[src/rtl/merge_select_ctrl.sv]
// Issue sequencer for one two-input merge stage. It picks the source FIFO from the
// head comparison flags, handles the zero-tuple terminator and counts tuples/streams.
module merge_select_ctrl #(
    parameter int unsigned INIT_CYCLES = 4,
    parameter int unsigned CNT_W       = 32
) (
    input  logic             i_clk,
    input  logic             i_rst,
    input  logic             i_a_empty,
    input  logic             i_b_empty,
    input  logic             i_a_min_zero,
    input  logic             i_b_min_zero,
    input  logic             i_a_lte_b,
    input  logic             i_out_full,
    output logic             o_select_A,
    output logic             o_stall,
    output logic             o_switch_output,
    output logic             o_fwd,
    output logic             o_stream_done,
    output logic [CNT_W-1:0] o_tuple_cnt,
    output logic [CNT_W-1:0] o_stream_cnt
);

    localparam int unsigned INIT_W = 8;

    typedef enum logic [1:0] {
        S_INIT   = 2'd0,
        S_RUN    = 2'd1,
        S_TERM_B = 2'd2
    } state_t;

    state_t            state_q, state_d;
    logic [INIT_W-1:0] init_cnt_q, init_cnt_d;
    logic              last_a_q, last_a_d;
    logic              stream_done_q, stream_done_d;
    logic [CNT_W-1:0]  tuple_cnt_q, tuple_cnt_d;
    logic [CNT_W-1:0]  stream_cnt_q, stream_cnt_d;

    logic              select_a_c;
    logic              stall_c;
    logic              switch_c;
    logic              fwd_c;
    logic              both_term_c;

    always_ff @(posedge i_clk or posedge i_rst) begin
        if (i_rst) begin
            state_q       <= S_INIT;
            init_cnt_q    <= '0;
            last_a_q      <= 1'b1;
            stream_done_q <= 1'b0;
            tuple_cnt_q   <= '0;
            stream_cnt_q  <= '0;
        end else begin
            state_q       <= state_d;
            init_cnt_q    <= init_cnt_d;
            last_a_q      <= last_a_d;
            stream_done_q <= stream_done_d;
            tuple_cnt_q   <= tuple_cnt_d;
            stream_cnt_q  <= stream_cnt_d;
        end
    end

    always_comb begin
        state_d       = state_q;
        init_cnt_d    = init_cnt_q;
        last_a_d      = last_a_q;
        stream_done_d = 1'b0;
        tuple_cnt_d   = tuple_cnt_q;
        stream_cnt_d  = stream_cnt_q;
        select_a_c    = 1'b1;
        stall_c       = 1'b1;
        switch_c      = 1'b0;
        fwd_c         = 1'b0;
        both_term_c   = i_a_min_zero & i_b_min_zero;

        case (state_q)
            S_INIT: begin
                init_cnt_d = init_cnt_q + INIT_W'(1);
                if (init_cnt_q == INIT_W'(INIT_CYCLES - 1)) begin
                    state_d = S_RUN;
                end
            end

            S_RUN: begin
                stall_c = i_out_full | i_a_empty | i_b_empty;
                // A lone terminator acts as +inf so the other side drains first
                if (both_term_c) begin
                    select_a_c = 1'b1;
                end else if (i_a_min_zero) begin
                    select_a_c = 1'b0;
                end else if (i_b_min_zero) begin
                    select_a_c = 1'b1;
                end else begin
                    select_a_c = i_a_lte_b;
                end
                if (!stall_c) begin
                    fwd_c    = 1'b1;
                    switch_c = select_a_c ^ last_a_q;
                    last_a_d = select_a_c;
                    if (both_term_c) begin
                        state_d = S_TERM_B;
                    end else begin
                        tuple_cnt_d = tuple_cnt_q + CNT_W'(1);
                    end
                end
            end

            S_TERM_B: begin
                // Discard B's terminator; A's copy already went downstream
                select_a_c = 1'b0;
                stall_c    = i_b_empty | i_out_full;
                if (!stall_c) begin
                    stream_done_d = 1'b1;
                    stream_cnt_d  = stream_cnt_q + CNT_W'(1);
                    tuple_cnt_d   = '0;
                    state_d       = S_RUN;
                end
            end

            default: begin
                state_d = S_INIT;
            end
        endcase
    end

    assign o_select_A      = select_a_c;
    assign o_stall         = stall_c;
    assign o_switch_output = switch_c;
    assign o_fwd           = fwd_c;
    assign o_stream_done   = stream_done_q;
    assign o_tuple_cnt     = tuple_cnt_q;
    assign o_stream_cnt    = stream_cnt_q;

endmodule

[config.mk]
export PLATFORM = sky130hd
export DESIGN_NAME = merge_select_ctrl
export DESIGN_NICKNAME = d
export VERILOG_FILES = /design/src/rtl/merge_select_ctrl.sv
export SDC_FILE = /design/constraint.sdc
export NUM_CORES = 1
export LEC_CHECK = 0
export CORE_ASPECT_RATIO = 1.5
export CORE_MARGIN = 2
export CORE_UTILIZATION = 47
export DETAILED_ROUTE_END_ITERATION = 10
export GPL_ROUTABILITY_DRIVEN = 0
export PLACE_DENSITY = 0.79
export SETUP_SLACK_MARGIN = 0.4
export SLEW_MARGIN = 10
export SYNTH_ARGS = -nofsm -noshare
export SYNTH_HDL_FRONTEND = slang
export SYNTH_SLANG_ARGS = --single-unit
[constraint.sdc]
create_clock -name i_clk -period 2.2 [get_ports i_clk]
set_input_delay 0.44 -clock i_clk [delete_from_list [all_inputs] [get_ports i_clk]]
set_output_delay 0.44 -clock i_clk [all_outputs]
set_load 0.03 [all_outputs]
Word level (Yosys, flattened, before mapping)

Cells that the tools add are included.

Bits in registers: 76
Output and inout port bits: 69
Word-level logic and storage cells: 51

$add $sub $neg: 3
Eq/ne operators: 8
Muxes and demuxes: 21
Bitwise gates (word level): 7
Reduce and logical (&&, ||, !) cells: 6

Operators with widths:

| operator                                                              | number |
|---|---|
| 32-bit 2-to-1 mux                                                     | 3 |
| 32-bit by 1-bit adder with 32-bit output, second input constant       | 2 |
| 32-bit one-hot mux with 2 select lines                                | 1 |
| 1-bit 2-to-1 mux                                                      | 10 |
| 2-bit != test, second input constant                                  | 5 |
| 8-bit by 1-bit adder with 8-bit output, second input constant         | 1 |
| 8-bit by 2-bit equality test with 1-bit output, second input constant | 1 |
| 2-bit 2-to-1 mux                                                      | 4 |
| 4-bit AND reduction                                                   | 2 |
| 2-bit one-hot mux with 3 select lines                                 | 1 |
| 1-bit one-hot mux with 2 select lines                                 | 2 |
| 2-bit AND reduction                                                   | 2 |
| 1-bit bitwise OR                                                      | 3 |
| 2-bit by 1-bit equality test with 1-bit output, second input constant | 1 |
| 2-bit equality test, second input constant                            | 1 |
| 2-bit zero test                                                       | 1 |
| 1-bit NOT                                                             | 2 |
| 2-bit nonzero test                                                    | 1 |
| 1-bit bitwise AND                                                     | 1 |
| 1-bit XOR                                                             | 1 |

Depth between registers and ports, before layout

Gate-level depths: netlist (run 1).

Depth in word-level cells: 7
Gate-level depth with buffers: 9

Least setup slack after synthesis (run 1)

OpenSTA, ideal clock, no wires.

Kind: register -> output
From: reg state_q[0]
To: out o_stall
Data arrival time: 1.626 ns
Required time: 1.760 ns
Setup slack: 0.134 ns
Cell stages (with the launch flop): 6
Path buffers: 1
Cells stage by stage: dfrtp_1 -> inv_1 -> ha_1 -> clkbuf_1 -> a21oi_1 -> o21ai_0

Cells in the longest elaborated chain, start to end: 2
Elaborated cells on any way between the ends: 3
Those cells by class: eq/ne: 2; mux: 1

RTL lines:

| element                                                                                      | RTL line | source |
|---|---|---|
| start, declared                                                                              | 32       | `state_t state_q, state_d;` |
| start signal, assigned                                                                       | 54       | `state_q <= state_d;` |
| 2-bit equality test / 2-bit by 1-bit equality test with 1-bit output (equally long branches) | 76       | `case (state_q)` |
| 1-bit one-hot mux with 2 select lines (*)                                                    | 76       |  |
| end, declared                                                                                | 16       | `output logic o_stall,` |

Mark *: on every way between the ends. The rest lies on a longest branch, timed or not.

Final worst setup path (run 1)

From: reg tuple_cnt_q[12] (netlist: o_tuple_cnt[12])
To: reg tuple_cnt_q[29] (netlist: o_tuple_cnt[29])

Cells in the longest elaborated chain, start to end: 4

RTL lines:

| element                                  | RTL line | source |
|---|---|---|
| start, declared                          | 36       | `logic [CNT_W-1:0] tuple_cnt_q, tuple_cnt_d;` |
| start signal, assigned                   | 58       | `tuple_cnt_q <= tuple_cnt_d;` |
| 32-bit by 1-bit adder with 32-bit output | 103      | `tuple_cnt_d = tuple_cnt_q + CNT_W'(1);` |
| 32-bit 2-to-1 mux                        | 100      | `if (both_term_c) begin` |
| 32-bit 2-to-1 mux                        | 96       | `if (!stall_c) begin` |
| 32-bit one-hot mux with 2 select lines   | 76       |  |

No other way between the ends. The select of a mux whose other input is x is not followed.
A chain may end at the register's enable or synchronous reset.

==> results.toml, run 1 <==
[hold_path]
hp-class = "register to register"

[timing]
period_needed_ns = 2.07
holdWs_ns = 0.483
fmaxAchievable_mhz = 482
rsz0062_at_grt = "true"
skew_ns = 0.00847
maxSlewHeadroom_pct = 72.9
layout_setup_ws_ns = 0.126
tightest_slew_ns = 0.406
setup_viol = 0
hold_violations = 0
fin_tns_setup_ns = 0
min_period_over_period_pct = 94.3
slew_violations = 0

[floorplan]
dieArea_sq_um = 8830
row_count = 40
dieHeight_microns = 114
io_pins = 77
fp.dieW_microns = 77.4
initial_core_util_pct = 48.0
core_area_sq_um = 7910

[global_routing]
overflow = 0
grt_use_total_pct = 23.5
grt_pass1_vias = 3442
grt_max_degree = 32
antenna_found_initial = 0
grt_first_pass_wirelength_mm = 16.5

[critical_path]
endpoint_kind = "register"
cp_max_fo = 6
critical_path_class = "register to register"
cp_data_required_time_ns = 2.46
start_kind = "register"
crit_arrival_ns = 2.33

[logic_synthesis]
ys_ff_latch = 76
ys_dominant_reg_cell = "dfrtp_1"
synth_edf_count = 0
ys_types = 45
ys_seq_area_share_pct = 50.1
synth-async-reset-ratio_pct = 100
synthCells = 378
syn_area_sq_um = 3800
syn-num-nets = 392
yosysWarnings = 0
synth.avg_cell_area_sq_um = 10.0

[placement]
place_area_sq_um = 4970
io_buffers = 76
place_ws_ns = -0.290
post-dp-hpwl_mm = 6.51

[finish]
syn2layout_area_growth_pct = 58.6
antenna_cells = 0
final_cell_area_sq_um = 6020
drive_above_1_share_pct = 35.3
fin_nets = 541

[clock_network]
cts_root_buf = "clkbuf_16"
htreeDepth = 3
cts.sinks = 76
cts_buffers = 9
cts_tree = "done"
path_clk_slew_ns = 0.06
clk_latency_ns = 0.34
clock_path_buffers = 2

[route]
drtIter0Drc = 208
met3RoutedLength_microns = 402
dr_total_vias = 3553
wl_met1_mm = 4.19
routedWlPerCell_microns = 16.8
top_layer = "met4"
route.met2.wl_mm = 5.77
antenna_left = 0
route.detailed.drc = 0
first_pass_iters = 4
routed_via_density = 5.58
wirelength_mm = 10.7

[outcome]
status = "completed"

[run]
maxCapViolations = 0

[power_and_ir_drop]
power_density_nw_per_um2 = 830
power.leakage_nw = 2.84
peakVddDrop_mv = 0.762
## critical path, cell delays in order (launching register included)
cell and delay (ns):
dfrtp_2 0.42, nand3_1 0.25, nor4_4 0.39, buf_4 0.20
nand3_4 0.08, or4_1 0.50, a21oi_1 0.15
## flip-flops by register name, indices dropped and copies added (netlist names)
name,flops
o_stream_cnt,32
o_tuple_cnt,32
init_cnt_q,8
state_q,2
last_a_q,1
o_stream_done,1
## stage by stage
stage | instances | utilization [%] | total power, mW
after floorplan | 378 | - | 2.53
after global placement | 581 | 62.9 | 2.94
after detailed placement | 581 | 62.9 | 2.97
after CTS | 619 | 70.8 | 4.73
after global routing | 637 | 76.2 | 5.23
final | 637 | 76.2 | 5.00
## metal layers
metal / vias up / GRT usage (%)
li1: 1653 / -
met1: 1766 / 27.3
met5: - / 0
met2: 105 / 41.3
met4: 0 / 10.5
met3: 29 / 5.36
## logic make-up after synthesis
family,count (synthesis),share of synthesized area [%]
xor+xnor,49,11.3
flops,76,50.1
fa+ha+maj,6,1.98
buf+inv,19,1.88
compound gates,48,7.55
simple gates,177,26.3
mux,3,0.857
## cells in the mapped netlist, types with 3 or more instances
library cell / number / share of area (%)
o21ai_0: 15 / 2.0
and4_1: 10 / 2.3
nor4b_1: 3 / 0.69
nor3_1: 4 / 0.53
dfrtp_1: 75 / 49
nor2_1: 24 / 2.4
and3_1: 7 / 1.2
and2_1: 7 / 1.2
inv_1: 10 / 0.99
nand2_1: 43 / 4.3
or3_1: 7 / 1.2
or4_1: 6 / 1.2
nand3_1: 25 / 3.3
clkbuf_1: 8 / 0.79
a21oi_1: 17 / 2.2
o31ai_1: 3 / 0.59
or2_2: 3 / 0.49
nor2b_1: 3 / 0.49
xnor2_1: 32 / 7.4
o41ai_1: 3 / 0.69
xor2_1: 17 / 3.9
nand4_1: 23 / 3.8
ha_1: 6 / 2.0
## cells in the final DEF (no fill, tap or decap), drive strengths merged, types with 2 or more instances in the layout
| cell type | count |
|---|---|
| clkdlybuf4s15 | 2 |
| xnor2 | 32 |
| nor2b | 3 |
| xor2 | 17 |
| o21ai | 15 |
| clkinv | 2 |
| nand3 | 27 |
| clkdlybuf4s50 | 3 |
| and2 | 7 |
| a22oi | 2 |
| and3 | 7 |
| nor4b | 3 |
| o211ai | 2 |
| nor2 | 24 |
| o31ai | 3 |
| clkinvlp | 2 |
| or3 | 7 |
| buf | 74 |
| inv | 9 |
| ha | 6 |
| o41ai | 3 |
| dfrtp | 75 |
| or4 | 6 |
| nor4 | 3 |
| and4 | 10 |
| or2 | 3 |
| nand4 | 25 |
| dlygate4sd2 | 67 |
| a21oi | 17 |
| mux2 | 2 |
| nor3 | 4 |
| clkbuf | 12 |
| nand2 | 44 |
## power breakdown
part	internal, mW	switching, mW
clock	0.936	0.564
sequential	1.56	0.187
combinational	0.840	0.908
## final timing paths
path	from	endpoint	slack, ns	depth (start not counted)
min	o_stream_cnt[19]	o_stream_cnt[19]	0.48	1
max	o_tuple_cnt[12]	o_tuple_cnt[29]	0.13	6
min reg2reg	o_stream_cnt[19]	o_stream_cnt[19]	0.48	1
max reg2reg	o_tuple_cnt[12]	o_tuple_cnt[29]	0.13	6
max in group asynchronous	i_rst	o_tuple_cnt[16]	1.27	3
min in group asynchronous	i_rst	init_cnt_q[1]	0.56	3
## area by class of cell
type	instances	area, sq um
Clock buffer	12	256
Clock inverter	4	47.5
Fill cell	544	1880
Inverter	10	41.3
Multi-Input combinational cell	284	2310
Sequential cell	76	1920
Tap cell	105	131
Timing Repair Buffer	146	1310
## what timing repair did
item | in CTS | in global routing
buffers inserted | 22 | 17
setup endpoints to repair | 120 | 60
gates resized for setup | 136 | 63
hold buffers | 0 | 0
pin swaps | 30 | 44
cloned | 0 | 1
(Power assumes the default switching activity.)
==> run 2: changes to the inputs <==
- CORE_MARGIN: 2 -> 8
- CORE_UTILIZATION: 47 -> 57
- DONT_BUFFER_PORTS: not set -> 1
- PLACE_DENSITY: 0.79 -> 0.77
- SKIP_LAST_GASP: not set -> 1
==> run 2 against run 1 <==
Effect of this change:
- die area grew 8.6%
- combinational power increased by 3%
- sequential power hardly changed
- critical path type unchanged
==> results.toml, run 2 (synthesis gave the netlist of run 1 again) <==
[floorplan]
initial_core_util_pct = 58.5
core_area_sq_um = 6490
fp.dieW_microns = 82.6
dieHeight_microns = 116
row_count = 36
io_pins = 77
dieArea_sq_um = 9580

[finish]
num-fill-cells = 345
finalNonFillerCells = 558
final_cell_area_sq_um = 5400
drive_above_1_share_pct = 42.5
syn2layout_area_growth_pct = 42.1
antenna_cells = 0
final_common_cell = "buf_4"
layout_common_cells = "buf_4 (81), dfrtp_1 (57), nand2_1 (38)"
fin_nets = 491

[placement]
post-dp-hpwl_mm = 6.79
place_inst = 499
place_ws_ns = 0.117
place_area_sq_um = 4370
io_buffers = 0

[global_routing]
grt_max_degree = 35
grt_use_total_pct = 21.2
antenna_found_initial = 0
grt_first_pass_wirelength_mm = 15.9
grt_pass1_vias = 3376
overflow = 0

[clock_network]
cts_hold_buf = 0
htreeDepth = 3
clk_latency_ns = 0.36
path_clk_slew_ns = 0.08
clock_path_buffers = 2
cts.sinks = 76
cts_tree = "done"
cts_buffers = 9
cts_root_buf = "clkbuf_8"

[timing]
fmaxAchievable_mhz = 503
maxSlewHeadroom_pct = 50.9
tightest_slew_ns = 0.735
setup_viol = 0
min_period_over_period_pct = 90.4
layout_setup_ws_ns = 0.212
period_needed_ns = 1.99
rsz0062_at_grt = "true"
slew_violations = 0
skew_ns = 0.00401
fin_tns_setup_ns = 0
hold_violations = 0

[power_and_ir_drop]
power.leakage_nw = 2.44
peakVddDrop_mv = 0.770
power_density_nw_per_um2 = 876
p_total_mw = 4.73

[critical_path]
crit_arrival_ns = 2.27
critical_path_class = "register to register"
cp_max_fo = 6
cp_data_required_time_ns = 2.48
endpoint_kind = "register"
start_kind = "register"

[route]
route.detailed.drc = 0
routed_via_density = 6.16
dr_total_vias = 3435
first_pass_iters = 4
routedWlPerCell_microns = 20.6
wirelength_mm = 11.5
drtIter0Drc = 149
antenna_left = 0

[outcome]
status = "completed"

[run]
maxCapViolations = 0

[hold_path]
hp-class = "primary input to asynchronous set/reset pin"
==> run 2: cell count changes in the layout (fill, tap and decap cells not counted), moves of 3 or more <==
cell,before,now
nand2_2,6,1
clkbuf_8,2,10
or4_4,4,1
clkdlybuf4s50_1,3,0
clkbuf_16,9,0
buf_6,20,11
nand2_1,34,38
buf_4,48,81
dlygate4sd2_1,67,0
or4_1,2,5
==> run 2: layout make-up <==
| class | count | area [sq um] | share of cell area (%) |
|---|---|---|---|
| Multi-Input combinational cell | 284 | 2300 | 42.6 |
| Sequential cell | 76 | 1930 | 35.7 |
| Timing Repair Buffer | 96 | 807 | 15.0 |
| Clock buffer | 10 | 138 | 2.55 |
| Tap cell | 76 | 95.1 | 1.76 |
| Clock inverter | 6 | 87.6 | 1.62 |
| Inverter | 10 | 43.8 | 0.812 |
==> run 2: worst max-delay path, stage by stage, from the launching register on <==
cell and delay (ns):
dfrtp_1 0.41, buf_6 0.13, ha_4 0.14, buf_6 0.15, a31o_4 0.21, buf_6 0.13, nand4_1 0.18, or3_1 0.36
a21oi_1 0.17
==> run 2: final timing paths <==
path / startpoint / endpoint / slack, ns / cells past startpoint
max in group asynchronous: i_rst / o_tuple_cnt[15] / 1.53 / 2
worst min register to register: init_cnt_q[3] / init_cnt_q[3] / 0.50 / 1
worst min-delay path: i_rst / o_tuple_cnt[26] / 0.05 / 1
worst max register to register: state_q[0] / o_tuple_cnt[23] / 0.21 / 8
worst max-delay path: state_q[0] / o_tuple_cnt[23] / 0.21 / 8
min in group i_clk: i_a_empty / last_a_q / 0.36 / 3
==> run 2: per-stage QoR <==
step	utilization, %	hold WS, ns
floorplan	-	0.460
global placement	67.3	0.460
detailed placement	67.3	0.462
CTS	76.3	0.0708
global route	83.2	0.102
finish	83.2	0.0522
==> run 2: timing repair <==
item	in CTS	in global routing
setup endpoints to repair	48	52
cloned	0	1
gates resized for setup	45	61
pin swaps	18	38
setup buffers	22	20
==> run 2: layer usage <==
layer	up-vias	wire length (microns)	global-route usage [%]
li1	1566	-	-
met1	1721	4070	22.7
met3	30	787	5.82
met4	0	393	11.9
met5	-	0	0
met2	118	6230	36.1
==> run 2: report_power, final <==
group / switching [mW] / internal, mW / total (mW)
clock: 0.523 / 0.669 / 1.19
combinational: 0.974 / 0.828 / 1.80
sequential: 0.176 / 1.56 / 1.73
==> run 3: changes to the inputs <==
- CORE_MARGIN: 8 -> not set
==> run 3 against run 2 <==
Effect of this change:
- sequential share of layout area is 0.80 points lower
- count of clock-buffer cells in the layout is 2 higher
- utilization increased by 2.3 points
- hold slack better by 0.31 ns
- first-iteration DRC count up 99%
- highest routed layer unchanged
- power grew 1.2%
- register-to-register slack worse by 0.03 ns
- die area decreased by 27%
- cell area grew 2.8%
==> results.toml, run 3 (synthesis gave the netlist of run 1 again) <==
[critical_path]
cp_max_fo = 5
cp_top_family = "simple AND/OR/NAND/NOR gates"
crit_chain = "buf_6 -> ha_4 -> nor2b_4 -> a31o_4 -> buf_6 -> nand4_1 -> or3_1 -> a21oi_1"
critical_path_class = "register to register"
cp_num_buf_inv = 2
cpMostUsedCell = "buf_6"
start_kind = "register"
cp_data_required_time_ns = 2.49
max_stage_delay_ns = 0.40
crit_arrival_ns = 2.31
endpoint_kind = "register"
cp_slowest_cell = "dfrtp_1"

[timing]
skew_ns = 0.0136
layout_setup_ws_ns = 0.186
slew_violations = 0
hold_violations = 0
period_needed_ns = 2.01
fmaxAchievable_mhz = 496
tightest_slew_ns = 0.611
setup_viol = 0
rsz0062_at_grt = "true"
min_period_over_period_pct = 91.6
fin_tns_setup_ns = 0
maxSlewHeadroom_pct = 59.1

[route]
routed_via_density = 6.39
wirelength_mm = 12.7
routedWlPerCell_microns = 22.2
drtIter0Drc = 296
first_pass_iters = 5
dr_total_vias = 3645
route.detailed.drc = 0
antenna_left = 0

[finish]
drive_above_1_share_pct = 47.4
syn2layout_area_growth_pct = 46.0
fin_nets = 503
final_common_cell = "buf_4"
antenna_cells = 0
finalNonFillerCells = 570
final_util_pct = 85.5
layout_common_cells = "buf_4 (84), dfrtp_1 (50), nand2_1 (38)"

[clock_network]
htreeDepth = 3
cts_tree = "done"
cts_buffers = 9
path_clk_slew_ns = 0.08
cts.sinks = 76
clk_latency_ns = 0.38
cts_root_buf = "clkbuf_8"
clock_path_buffers = 2

[power_and_ir_drop]
p_total_mw = 4.79
peakVddDrop_mv = 0.996
power.leakage_nw = 2.42
power_density_nw_per_um2 = 863

[placement]
io_buffers = 0
post-dp-hpwl_mm = 6.32
place_ws_ns = 0.0611
place_inst = 496

[hold_path]
hp-class = "primary input to register"

[floorplan]
io_pins = 77
dieHeight_microns = 102
core_area_sq_um = 6490
dieArea_sq_um = 7000
initial_core_util_pct = 58.5
fp.dieW_microns = 68.6
row_count = 36

[run]
maxCapViolations = 0

[global_routing]
grt_first_pass_wirelength_mm = 16.3
grt_max_degree = 34
overflow = 0
antenna_found_initial = 0
grt_pass1_vias = 3418
grt_use_total_pct = 31.8

[outcome]
status = "completed"
[run 3: final timing paths]
check	startpoint	end	slack, ns	cells after the start
worst min-delay path	i_a_empty	last_a_q	0.37	3
max in group asynchronous	i_rst	last_a_q	1.00	3
min in group asynchronous	i_rst	o_tuple_cnt[31]	0.59	2
worst max-delay path	state_q[1]	o_tuple_cnt[23]	0.19	8
worst max register to register	state_q[1]	o_tuple_cnt[23]	0.19	8
worst min register to register	init_cnt_q[7]	init_cnt_q[7]	0.52	1
[run 3: worst register-to-register path, stage by stage (launching register included)]
cell and delay (ns):
dfrtp_1 0.40, buf_6 0.13, ha_4 0.15, nor2b_4 0.18
a31o_4 0.18, buf_6 0.14, nand4_1 0.19, or3_1 0.37
a21oi_1 0.18
[run 3: metal layers]
metal | vias to the layer above | part of all wire (%) | wire, microns | global-route usage, %
met5 | - | 0 | 0 | 0
met4 | 0 | 4.0 | 509 | 18.9
met3 | 43 | 6.8 | 857 | 7.14
met2 | 193 | 54 | 6840 | 53.3
met1 | 1830 | 35 | 4450 | 35.9
li1 | 1579 | - | - | -
[run 3: area by class of cell]
| class | instances | area [sq um] |
|---|---|---|
| fillers | 298 | 942 |
| inverters | 10 | 48.8 |
| repair buffers | 108 | 913 |
| multi-input cells | 284 | 2370 |
| well taps | 76 | 95.1 |
| clock buffers | 12 | 135 |
| clock inverters | 4 | 50.0 |
| flip-flops and latches | 76 | 1930 |
[run 3: per-stage QoR]
stage | hold slack, ns | area (sq um)
final | 0.367 | 5540
after global routing | 0.357 | 5540
after CTS | 0.332 | 5000
after detailed placement | 0.372 | 4330
after global placement | 0.375 | 4330
after floorplan | 0.460 | 3880
[run 3: repair_timing]
action | in CTS | in global routing
buffers inserted | 33 | 22
pin swaps | 29 | 46
endpoints found under the setup margin | 45 | 60
endpoints found under the hold margin | 19 | 0
gates cloned | 1 | 1
resized for setup | 55 | 85
hold buffers | 1 | 0
[run 3: power breakdown]
part | total, mW | switching (mW) | internal (mW)
clock network | 1.05 | 0.523 | 0.523
registers | 1.78 | 0.216 | 1.56
logic | 1.96 | 1.03 | 0.936
